`src/rtl/uxa_ps2_fifo_ctl.sv`:
```
// uxa_ps2_fifo_ctl: write sequencer and read-only bus front-end for a 16-entry PS/2 byte FIFO.
//
// Received bytes are written into the external FIFO with a two-cycle sequence:
// a write strobe, then a write-pointer bump. One byte that arrives while a
// sequence is running is held in a pending register. The bus port exposes two
// read-only registers:
//   - adr 0, DATA: pops the FIFO head.
//   - adr 1, STATUS: {level[3:0], 0, overflow, full, avail}.
// Reading STATUS clears the sticky overflow flag.
//
// Ports:
//   sys_clk_i, sys_reset_n_i : clock and async active-low reset (shared with the FIFO)
//   rx_data_i, rx_stb_i      : byte and one-cycle strobe from the PS/2 deserializer
//   fifo_d_o, fifo_we_o      : FIFO write data / write enable
//   fifo_wp_inc_o            : FIFO write-pointer increment
//   fifo_rp_inc_o            : FIFO read-pointer increment (pop)
//   fifo_q_i                 : FIFO head byte
//   bus_rd_i, bus_adr_i      : read request and register select
//   bus_dat_o, bus_ack_o     : read data and one-cycle acknowledge
//   irq_o                    : (UXA_PS2_FIFO_IRQ_EN only) level!=0 | overflow, registered
//
// Optional feature macro: UXA_PS2_FIFO_IRQ_EN adds the irq_o output.

module uxa_ps2_fifo_ctl #(
  parameter int unsigned LEVEL_MAX = 15,
  parameter int unsigned LEVEL_W   = 4
) (
  input  logic       sys_clk_i,
  input  logic       sys_reset_n_i,
  input  logic [7:0] rx_data_i,
  input  logic       rx_stb_i,
  output logic [7:0] fifo_d_o,
  output logic       fifo_we_o,
  output logic       fifo_wp_inc_o,
  output logic       fifo_rp_inc_o,
  input  logic [7:0] fifo_q_i,
  input  logic       bus_rd_i,
  input  logic       bus_adr_i,
  output logic [7:0] bus_dat_o,
  output logic       bus_ack_o
`ifdef UXA_PS2_FIFO_IRQ_EN
  ,
  output logic       irq_o
`endif
);

  typedef enum logic [1:0] {StIdle, StWrite, StBump} state_e;

  state_e             state_q, state_d;
  logic [LEVEL_W-1:0] level_q, level_d;
  logic               ovf_q, ovf_d;
  logic               pend_v_q, pend_v_d;
  logic [7:0]         pend_q, pend_d;
  logic [7:0]         hold_q, hold_d;
  logic               ack_q, ack_d;
  logic [7:0]         dat_q, dat_d;
  logic               pop_q, pop_d;

  logic               ovf_set;
  logic               bump;
  logic               level_full;
  logic               level_nz;
  logic               rd_acc;
  logic [7:0]         src;
  logic [3:0]         level4;
  logic [7:0]         status;

  assign bump       = (state_q == StBump);
  assign level_full = (level_q == LEVEL_W'(LEVEL_MAX));
  assign level_nz   = (level_q != '0);
  assign level4     = 4'(level_q);
  assign status     = {level4, 1'b0, ovf_q, level_full, level_nz};
  // A read is ignored while its predecessor is still being acknowledged.
  assign rd_acc     = bus_rd_i & ~ack_q;

  // Level counter: the pop is the registered rp_inc, so a bump and a pop in
  // the same cycle cancel out.
  always_comb begin
    level_d = level_q;
    unique case ({bump, pop_q})
      2'b10:   level_d = level_q + LEVEL_W'(1);
      2'b01:   level_d = level_q - LEVEL_W'(1);
      default: level_d = level_q;
    endcase
  end

  // Write sequencer and pending-byte handling.
  always_comb begin
    state_d  = state_q;
    hold_d   = hold_q;
    pend_v_d = pend_v_q;
    pend_d   = pend_q;
    ovf_set  = 1'b0;
    src      = pend_v_q ? pend_q : rx_data_i;

    unique case (state_q)
      StIdle: begin
        if (pend_v_q || rx_stb_i) begin
          if (pend_v_q) begin
            // Pending byte is consumed here; a simultaneous strobe refills it.
            pend_v_d = rx_stb_i;
            if (rx_stb_i) pend_d = rx_data_i;
          end
          if (level_full) begin
            ovf_set = 1'b1;
          end else begin
            hold_d  = src;
            state_d = StWrite;
          end
        end
      end
      StWrite: begin
        state_d = StBump;
        if (rx_stb_i) begin
          if (pend_v_q) begin
            ovf_set = 1'b1;
          end else begin
            pend_v_d = 1'b1;
            pend_d   = rx_data_i;
          end
        end
      end
      StBump: begin
        state_d = StIdle;
        if (pend_v_q) begin
          // Level test uses the post-update level, including a concurrent pop.
          if (level_d < LEVEL_W'(LEVEL_MAX)) begin
            hold_d  = pend_q;
            state_d = StWrite;
          end else begin
            ovf_set = 1'b1;
          end
        end
        // Pending is always emptied here, so a strobe can always land in it.
        pend_v_d = rx_stb_i;
        if (rx_stb_i) pend_d = rx_data_i;
      end
      default: state_d = StIdle;
    endcase
  end

  // Bus read path.
  always_comb begin
    ack_d = rd_acc;
    dat_d = 8'h00;
    pop_d = 1'b0;
    if (rd_acc) begin
      if (bus_adr_i) begin
        dat_d = status;
      end else if (level_nz) begin
        dat_d = fifo_q_i;
        pop_d = 1'b1;
      end
    end
    // A new overflow event beats the read-to-clear.
    ovf_d = ovf_set | (ovf_q & ~(rd_acc & bus_adr_i));
  end

  always_ff @(posedge sys_clk_i or negedge sys_reset_n_i) begin
    if (!sys_reset_n_i) begin
      state_q  <= StIdle;
      level_q  <= '0;
      ovf_q    <= 1'b0;
      pend_v_q <= 1'b0;
      pend_q   <= 8'h00;
      hold_q   <= 8'h00;
      ack_q    <= 1'b0;
      dat_q    <= 8'h00;
      pop_q    <= 1'b0;
    end else begin
      state_q  <= state_d;
      level_q  <= level_d;
      ovf_q    <= ovf_d;
      pend_v_q <= pend_v_d;
      pend_q   <= pend_d;
      hold_q   <= hold_d;
      ack_q    <= ack_d;
      dat_q    <= dat_d;
      pop_q    <= pop_d;
    end
  end

  assign fifo_d_o      = hold_q;
  assign fifo_we_o     = (state_q == StWrite);
  assign fifo_wp_inc_o = (state_q == StBump);
  assign fifo_rp_inc_o = pop_q;
  assign bus_dat_o     = dat_q;
  assign bus_ack_o     = ack_q;

`ifdef UXA_PS2_FIFO_IRQ_EN
  logic irq_q;

  always_ff @(posedge sys_clk_i or negedge sys_reset_n_i) begin
    if (!sys_reset_n_i) begin
      irq_q <= 1'b0;
    end else begin
      irq_q <= level_nz | ovf_q;
    end
  end

  assign irq_o = irq_q;
`endif

endmodule

```
`config.mk`:
```
export PLATFORM = sky130hd
export DESIGN_NAME = uxa_ps2_fifo_ctl
export DESIGN_NICKNAME = d
export VERILOG_FILES = /design/src/rtl/uxa_ps2_fifo_ctl.sv
export SDC_FILE = /design/constraint.sdc
export NUM_CORES = 1
export LEC_CHECK = 0
export ABC_AREA = 1
export BUFFER_PORTS_ARGS = -buffer_cell sky130_fd_sc_hd__buf_4
export CAP_MARGIN = 15
export CORE_ASPECT_RATIO = 2
export CORE_MARGIN = 1.5
export CORE_UTILIZATION = 48
export CTS_CLUSTER_SIZE = 8
export DETAILED_ROUTE_END_ITERATION = 8
export MAX_ROUTING_LAYER = met4
export PLACE_DENSITY = 0.72
export SYNTH_ARGS = -nofsm -noshare
export SYNTH_HDL_FRONTEND = slang
export SYNTH_SLANG_ARGS = --single-unit
```
`constraint.sdc`:
```
create_clock -name sys_clk_i -period 2.6 [get_ports sys_clk_i]
set_input_delay 0.26 -clock sys_clk_i [delete_from_list [all_inputs] [get_ports sys_clk_i]]
set_output_delay 0.26 -clock sys_clk_i [all_outputs]
set_load 0.01 [all_outputs]
```
# Word-level counts from Yosys, hierarchy flattened
# Cells that the tools add are included.
# Widths: inputs -> output; s select.
[op_classes] n_lt_le_gt_ge=1 muxes=34 n_reduce_logical=9 n_bitwise=6 add_sub_neg=2 eq_ne=11
[op_table] op="$mux 8" count=12
[op_table] op="$pmux 8 s3" count=1
[op_table] op="$pmux 8 s2" count=1
[op_table] op="$mux 1" count=14
[op_table] op="$ne 2x2->1 const B" count=5
[op_table] op="$pmux 4 s2" count=1
[op_table] op="$pmux 1 s3" count=2
[op_table] op="$pmux 2 s3" count=1
[op_table] op="$reduce_and 5->1" count=1
[op_table] op="$add 4x1->4 const B" count=1
[op_table] op="$eq 2x1->1 const B" count=2
[op_table] op="$eq 2x2->1 const B" count=2
[op_table] op="$eq 4x4->1 const B" count=1
[op_table] op="$lt 4x4->1 const B" count=1
[op_table] op="$mux 2" count=2
[op_table] op="$reduce_and 4->1" count=1
[op_table] op="$reduce_bool 4->1" count=1
[op_table] op="$sub 4x1->4 const B" count=1
[op_table] op="$and 1x1->1" count=3
[op_table] op="$reduce_and 3->1" count=1
[op_table] op="$reduce_bool 3->1" count=1
[op_table] op="$logic_not 2->1" count=1
[op_table] op="$ne 2x1->1 const B" count=1
[op_table] op="$not 1->1" count=2
[op_table] op="4 further kinds" count=4
[totals] reg_bits=34 output_inout_bits=20 in_bits=21

# Depth between registers and ports, before layout
[depth] depth_word=8 ltp_mapped=21 ltp_nobuf=20

# Worst setup path after synthesis
# No wires, ideal clock.
[synth_path] path_type="flip-flop to flip-flop" start="reg state_q[0]" end="reg hold_q[0] (netlist: fifo_d_o[0])" setup_slack_ns=0.114 path_stages_with_launch=20 synth_period_minus_slack_ns=2.486 arrival_ns=2.420 required_time_ns=2.534 path_cell_list="dfrtp_1 -> inv_1 -> ha_1 -> clkbuf_8 -> inv_1 -> ha_1 -> nor2_1 -> nor2_4 -> ha_1 -> inv_1 -> nand2_1 -> inv_1 -> nand2_1 -> nand3_1 -> nand2_2 -> nor2_4 -> nand4_4 -> nand2_4 -> nand2_1 -> nand2_1"
[synth_between] elab_chain_len=6 elab_cells_between_ends=13 classes_between="order compare (1); eq/ne (7); mux (2); reduce/logical (3)"
[synth_rtl] element="start, declared" line_no="49" source="state_e state_q, state_d;"
[synth_rtl] element="start signal, assigned" line_no="161" source="state_q <= StIdle;"
[synth_rtl] element="start signal, assigned" line_no="171" source="state_q <= state_d;"
[synth_rtl] element="$eq 2x2->1 *"
[synth_rtl] element="net fifo_wp_inc_o" line_no="34" source="output logic fifo_wp_inc_o,"
[synth_rtl] element="$eq 2x1->1 / $eq 2x2->1 (equally long branches)" line_no="80" source="unique case ({bump, pop_q})"
[synth_rtl] element="$pmux 4 s2" line_no="80"
[synth_rtl] element="$lt 4x4->1" line_no="127" source="if (level_d < LEVEL_W'(LEVEL_MAX)) begin"
[synth_rtl] element="$ne 2x1->1 (no line)"
[synth_rtl] element="$reduce_and 5->1 (no line)"
[synth_rtl] element="end signal, assigned" line_no="176" source="hold_q <= hold_d;"
[synth_rtl] element="end, declared" line_no="54" source="logic [7:0] hold_q, hold_d;"
# The timed path passes the listed nets; every way through them passes the cells marked *.
# A chain may end at the register's enable or synchronous reset.

# Worst setup path in the final report
[layout_path] start="reg state_q[0]" end="reg hold_q[2] (netlist: fifo_d_o[2])"
[layout_between] elab_chain_len=6 elab_cells_between_ends=13 classes_between="order compare (1); eq/ne (7); mux (2); reduce/logical (3)"
[layout_rtl] element="$eq 2x2->1" line_no="68, 96"
[layout_rtl] element="$eq 2x1->1 / $eq 2x2->1 (equally long branches)" line_no="80"
[layout_rtl] element="$pmux 4 s2" line_no="80"
[layout_rtl] element="$lt 4x4->1" line_no="127"
[layout_rtl] element="$ne 2x1->1 (no line)"
[layout_rtl] element="$reduce_and 5->1 (no line)"
# Several ways; a longest one is shown, not always the timed one.

==> results.txt <==
----------------------------------------------------
[Run]
  Max capacitance violation total ... 0

[GRT]
  Wire length of the first global-routing pass ... 7330 um
  Maximum number of pins on one net before global-route repair ... 35
  GRT Overall Usage ... a little under a quarter
  GRT overflow ... 0
  Antenna violations before repair ... 0
  Via count of the first global-routing pass ... about 1600

[Critical path]
  Element type at the critical path start ... register
  Critical path's slowest cell ... sky130_fd_sc_hd__dfrtp_1
  Arr. time, crit path ... 2560 ps
  Kind of critical path ... register to register
  Cells traversed along the worst timing path ... inv_1 > ha_1 > inv_1 > ha_4 > nand2_1 > inv_2 > nor2_4 > ha_1 > inv_1 > nand2_1 > inv_1 > nand2_1 > nand3_1 > nand2_2 > nor2_4 > nand4_4 > nand2_4 > nand2_1 > nand2_1
  Most common cell on crit path ... sky130_fd_sc_hd__nand2_1
  Worst R2R Start ... state_q[0]$_DFFE_PN0P_
  Beginning of the critical path ... state_q[0]$_DFFE_PN0P_
  Maximum fanout along the worst path ... 9
  Critical register-to-register path endpoint ... fifo_d_o[2]$_DFFE_PN0P_
  Minimum setup slack among reg-to-reg paths ... 260 ps
  CP Data Required Time ... 2820 ps
  Kind of capture point of the worst setup path ... register
  Depth of the most critical reg-to-reg path ... 19
  Worst path max stage delay ... 400 ps

[STA]
  Setup repair after global routing missed its margin ... no
  Max Clk Rate ... roughly 430 MHz
  Worst clock skew ... 5.83 ps
  Count of final hold-check violations ... 0
  Measured slew at the worst slew-check pin ... 743 ps
  Number of pins exceeding their max-slew limit in the final report ... 0
  Tcrit/Tclk final ... 89.9%
  Number of endpoints failing setup at the final stage ... 0
  Headroom to the max-slew limit ... 49.8%
  Worst setup margin ... around 260 ps
  Sum Neg Setup Slack ... 0 ps
  Min Clock Period, post-route ... around 2300 ps

[Route]
  Final ANT Viol Nets ... 0
  DRC viols ... 0
  Final routed wirelength across all metal layers ... 4230 um
  Average detailed-routed wire length per instance ... about 13 um
  Avg Vias per Cell ... 5.12
  Detailed router's first-iteration violation count ... 27
  Length of the first detailed-routing pass in iterations ... 4
  Total number of vias ... around 1700

[Finish]
  Layout cell share with drive strength beyond 1 ... 23.9%
  Number of fill cells in the layout ... 356
  Number of nets in the layout ... 311
  Leading cell type in the layout, fill and taps excluded ... sky130_fd_sc_hd__nand2_1
  Diode count ... 0
  Top library cells by usage in the layout, fill and taps aside ... 74 x sky130_fd_sc_hd__nand2_1, 43 x sky130_fd_sc_hd__buf_4, 34 x sky130_fd_sc_hd__dfrtp_1
  Layout Area Growth over Synthesis ... 24.6%
  Final cell count without fillers ... approximately 340
  Combined area of the multi-input logic cells ... roughly 900 um2
  Sequential cell area ... between 800 and 900 um2

[Synthesis]
  Share of the yosys chip area belonging to registers ... 44.8%
  Share of synthesized registers carrying an async set or reset ... 100%
  Synth Warn # ... 0
  Flip-flop and latch count after synthesis ... 34
  Count of flip-flops with a built-in enable after synthesis ... 0
  Synthesized netlist net count ... 267
  Gate count after technology mapping ... 239
  Area of the mapped netlist ... around 1900 um2
  Commonest register cell after synthesis ... sky130_fd_sc_hd__dfrtp_1
  Synth unique cells ... 31
  Post-Synthesis Mean Instance Area ... 7.94 um2

[Floorplan]
  Area of the placeable core ... 3800 um2
  I/O pin count ... 41
  Die Area ... 4360 um2
  Floorplan die height ... 91.9 um
  Number of placement rows ... 32
  Initial Utilization ... 49.9%
  Horizontal die dimension ... 47.5 um

[Min path]
  Hold wc startpoint ... fifo_q_i[4]
  Hold depth ... 3
  Hold Crit Endpoint ... bus_dat_o[4]$_DFF_PN0_
  Class of the most critical hold timing path ... primary input to register

[Place]
  Setup Slack @ Placement ... around 170 ps
  Port Buffer Count ... 40
  Routability congestion estimate ... 0.804
  Post-detail-place hpwl ... 3290 um
  Number of placed instances with taps included ... 326

[Clock tree]
  Skew-Pair Late Insertion Delay ... 280 ps
  Number of buffers on the longest clock path ... 2
  Clock input transition at the sequential cells of the worst setup and hold paths ... roughly 70 ps
  Deepest level of the CTS H-tree ... 2
  TritonCTS clock tree ... yes
  CTS Root Buffer Type ... sky130_fd_sc_hd__clkbuf_8
  Number of buffers inserted to repair setup after CTS ... 0
  Number of buffers created by CTS ... 5
  Clock sinks ... 34

[Pwr]
  Power density relative to cell area ... 1140 nW/um2
  Part of the power in combinational logic ... 50.5%
  Sum of internal, switching and leakage power ... between 2000 and 3000 uW
  Psw ... 1200 uW
  Fraction of power consumed by sequential logic ... 34.4%
  Int Pwr ... 1490 uW
  Portion of total power attributed to the clock network ... 15.0%
  Peak supply drop ... 554 uV
  Switching Share ... 44.6%
  Leakage ... 0.00118 uW

[Status]
  Status ... finished, final reports clean

----------------------------------------------------
state kept, by name (all words and copies together) (netlist names):
signal	flops
pend_q	8
ovf_q	1
bus_dat_o	8
fifo_d_o	8
state_q	2
bus_ack_o	1
pend_v_q	1
level4	4
fifo_rp_inc_o	1
layout make-up:
cell class              count  share of cell area (%)
inverters                  30                    4.76
repair buffers             44                    14.1
clock inverters             2                   0.529
multi-input cells         168                    38.5
clock buffers               6                    3.49
flip-flops and latches     34                    36.0
well taps                  51                    2.70
stage by stage:
stage	hold WS (ps)	instance area (um2)	util [%]
2_1_floorplan	-35.6	1900	-
3_3_place_gp	234	2240	59.0
3_5_place_dp	231	2240	59.0
4_1_cts	176	2350	61.8
5_1_grt	190	2360	62.2
6_report	182	2360	62.2
kinds of logic after synthesis:
group / share of synthesized area [%]
buffers and inverters: 8.04
AOI/OAI and AO/OA: 14.4
DFF: 44.8
and+or+nand+nor: 27.2
xor gates and xnor gates: 0.923
adders and majority gates: 4.61
how the worst max path moves through the flow:
stage,end,slack [ps],depth (start not counted)
2_1_floorplan,fifo_d_o[0]$_DFFE_PN0P_,110,19
3_3_place_gp,fifo_d_o[2]$_DFFE_PN0P_,240,18
3_5_place_dp,fifo_d_o[4]$_DFFE_PN0P_,170,18
4_1_cts,fifo_d_o[4]$_DFFE_PN0P_,160,18
5_1_grt,fifo_d_o[7]$_DFFE_PN0P_,10,19
6_report,fifo_d_o[2]$_DFFE_PN0P_,260,19
power by group through the flow:
stage	registers [uW]	clock network [uW]	logic [uW]
3_3_place_gp	931	0	1340
3_5_place_dp	936	0	1360
5_1_grt	961	436	1580
6_report	929	406	1360
4_1_cts	926	420	1370
2_1_floorplan	901	0	988
per-layer routing:
metal / part of all wire [%] / vias to the layer above / track usage, %
li1: - / 868 / -
met1: 37 / 795 / 25.8
met2: 57 / 41 / 39.1
met3: 3.4 / 12 / 3.94
met4: 3.2 / 0 / 10.4
met5: 0 / - / -
Yosys cell counts, types with 2 or more instances:
cell / count / area share (%)
sky130_fd_sc_hd__inv_1: 27 / 5.3
sky130_fd_sc_hd__dfrtp_1: 34 / 45
sky130_fd_sc_hd__nor2_4: 2 / 1.2
sky130_fd_sc_hd__o21ai_0: 32 / 8.4
sky130_fd_sc_hd__nor2_1: 7 / 1.4
sky130_fd_sc_hd__nand2_2: 3 / 0.99
sky130_fd_sc_hd__nand4_1: 2 / 0.66
sky130_fd_sc_hd__nand3_2: 2 / 1.1
sky130_fd_sc_hd__o211ai_1: 8 / 3.2
sky130_fd_sc_hd__ha_1: 7 / 4.6
sky130_fd_sc_hd__clkbuf_1: 3 / 0.59
sky130_fd_sc_hd__xnor2_1: 2 / 0.92
sky130_fd_sc_hd__buf_2: 3 / 0.79
sky130_fd_sc_hd__a21oi_1: 2 / 0.53
sky130_fd_sc_hd__nand3_1: 14 / 3.7
sky130_fd_sc_hd__nand2_1: 74 / 15
sky130_fd_sc_hd__inv_2: 3 / 0.59
what timing repair did:
item,CTS,global route
resized for setup,0,3
endpoints found under the setup margin,0,8
hold buffers,1,0
endpoints found under the hold margin,34,0
critical path: cells and delay by family, from the launching register on:
| family | cells | cell delay (ps) |
|---|---|---|
| and+or+nand+nor | 11 | 900 |
| DFF | 1 | 400 |
| adders and majority gates | 3 | 570 |
| buffers and inverters | 5 | 400 |
(Power assumes the default switching activity.)
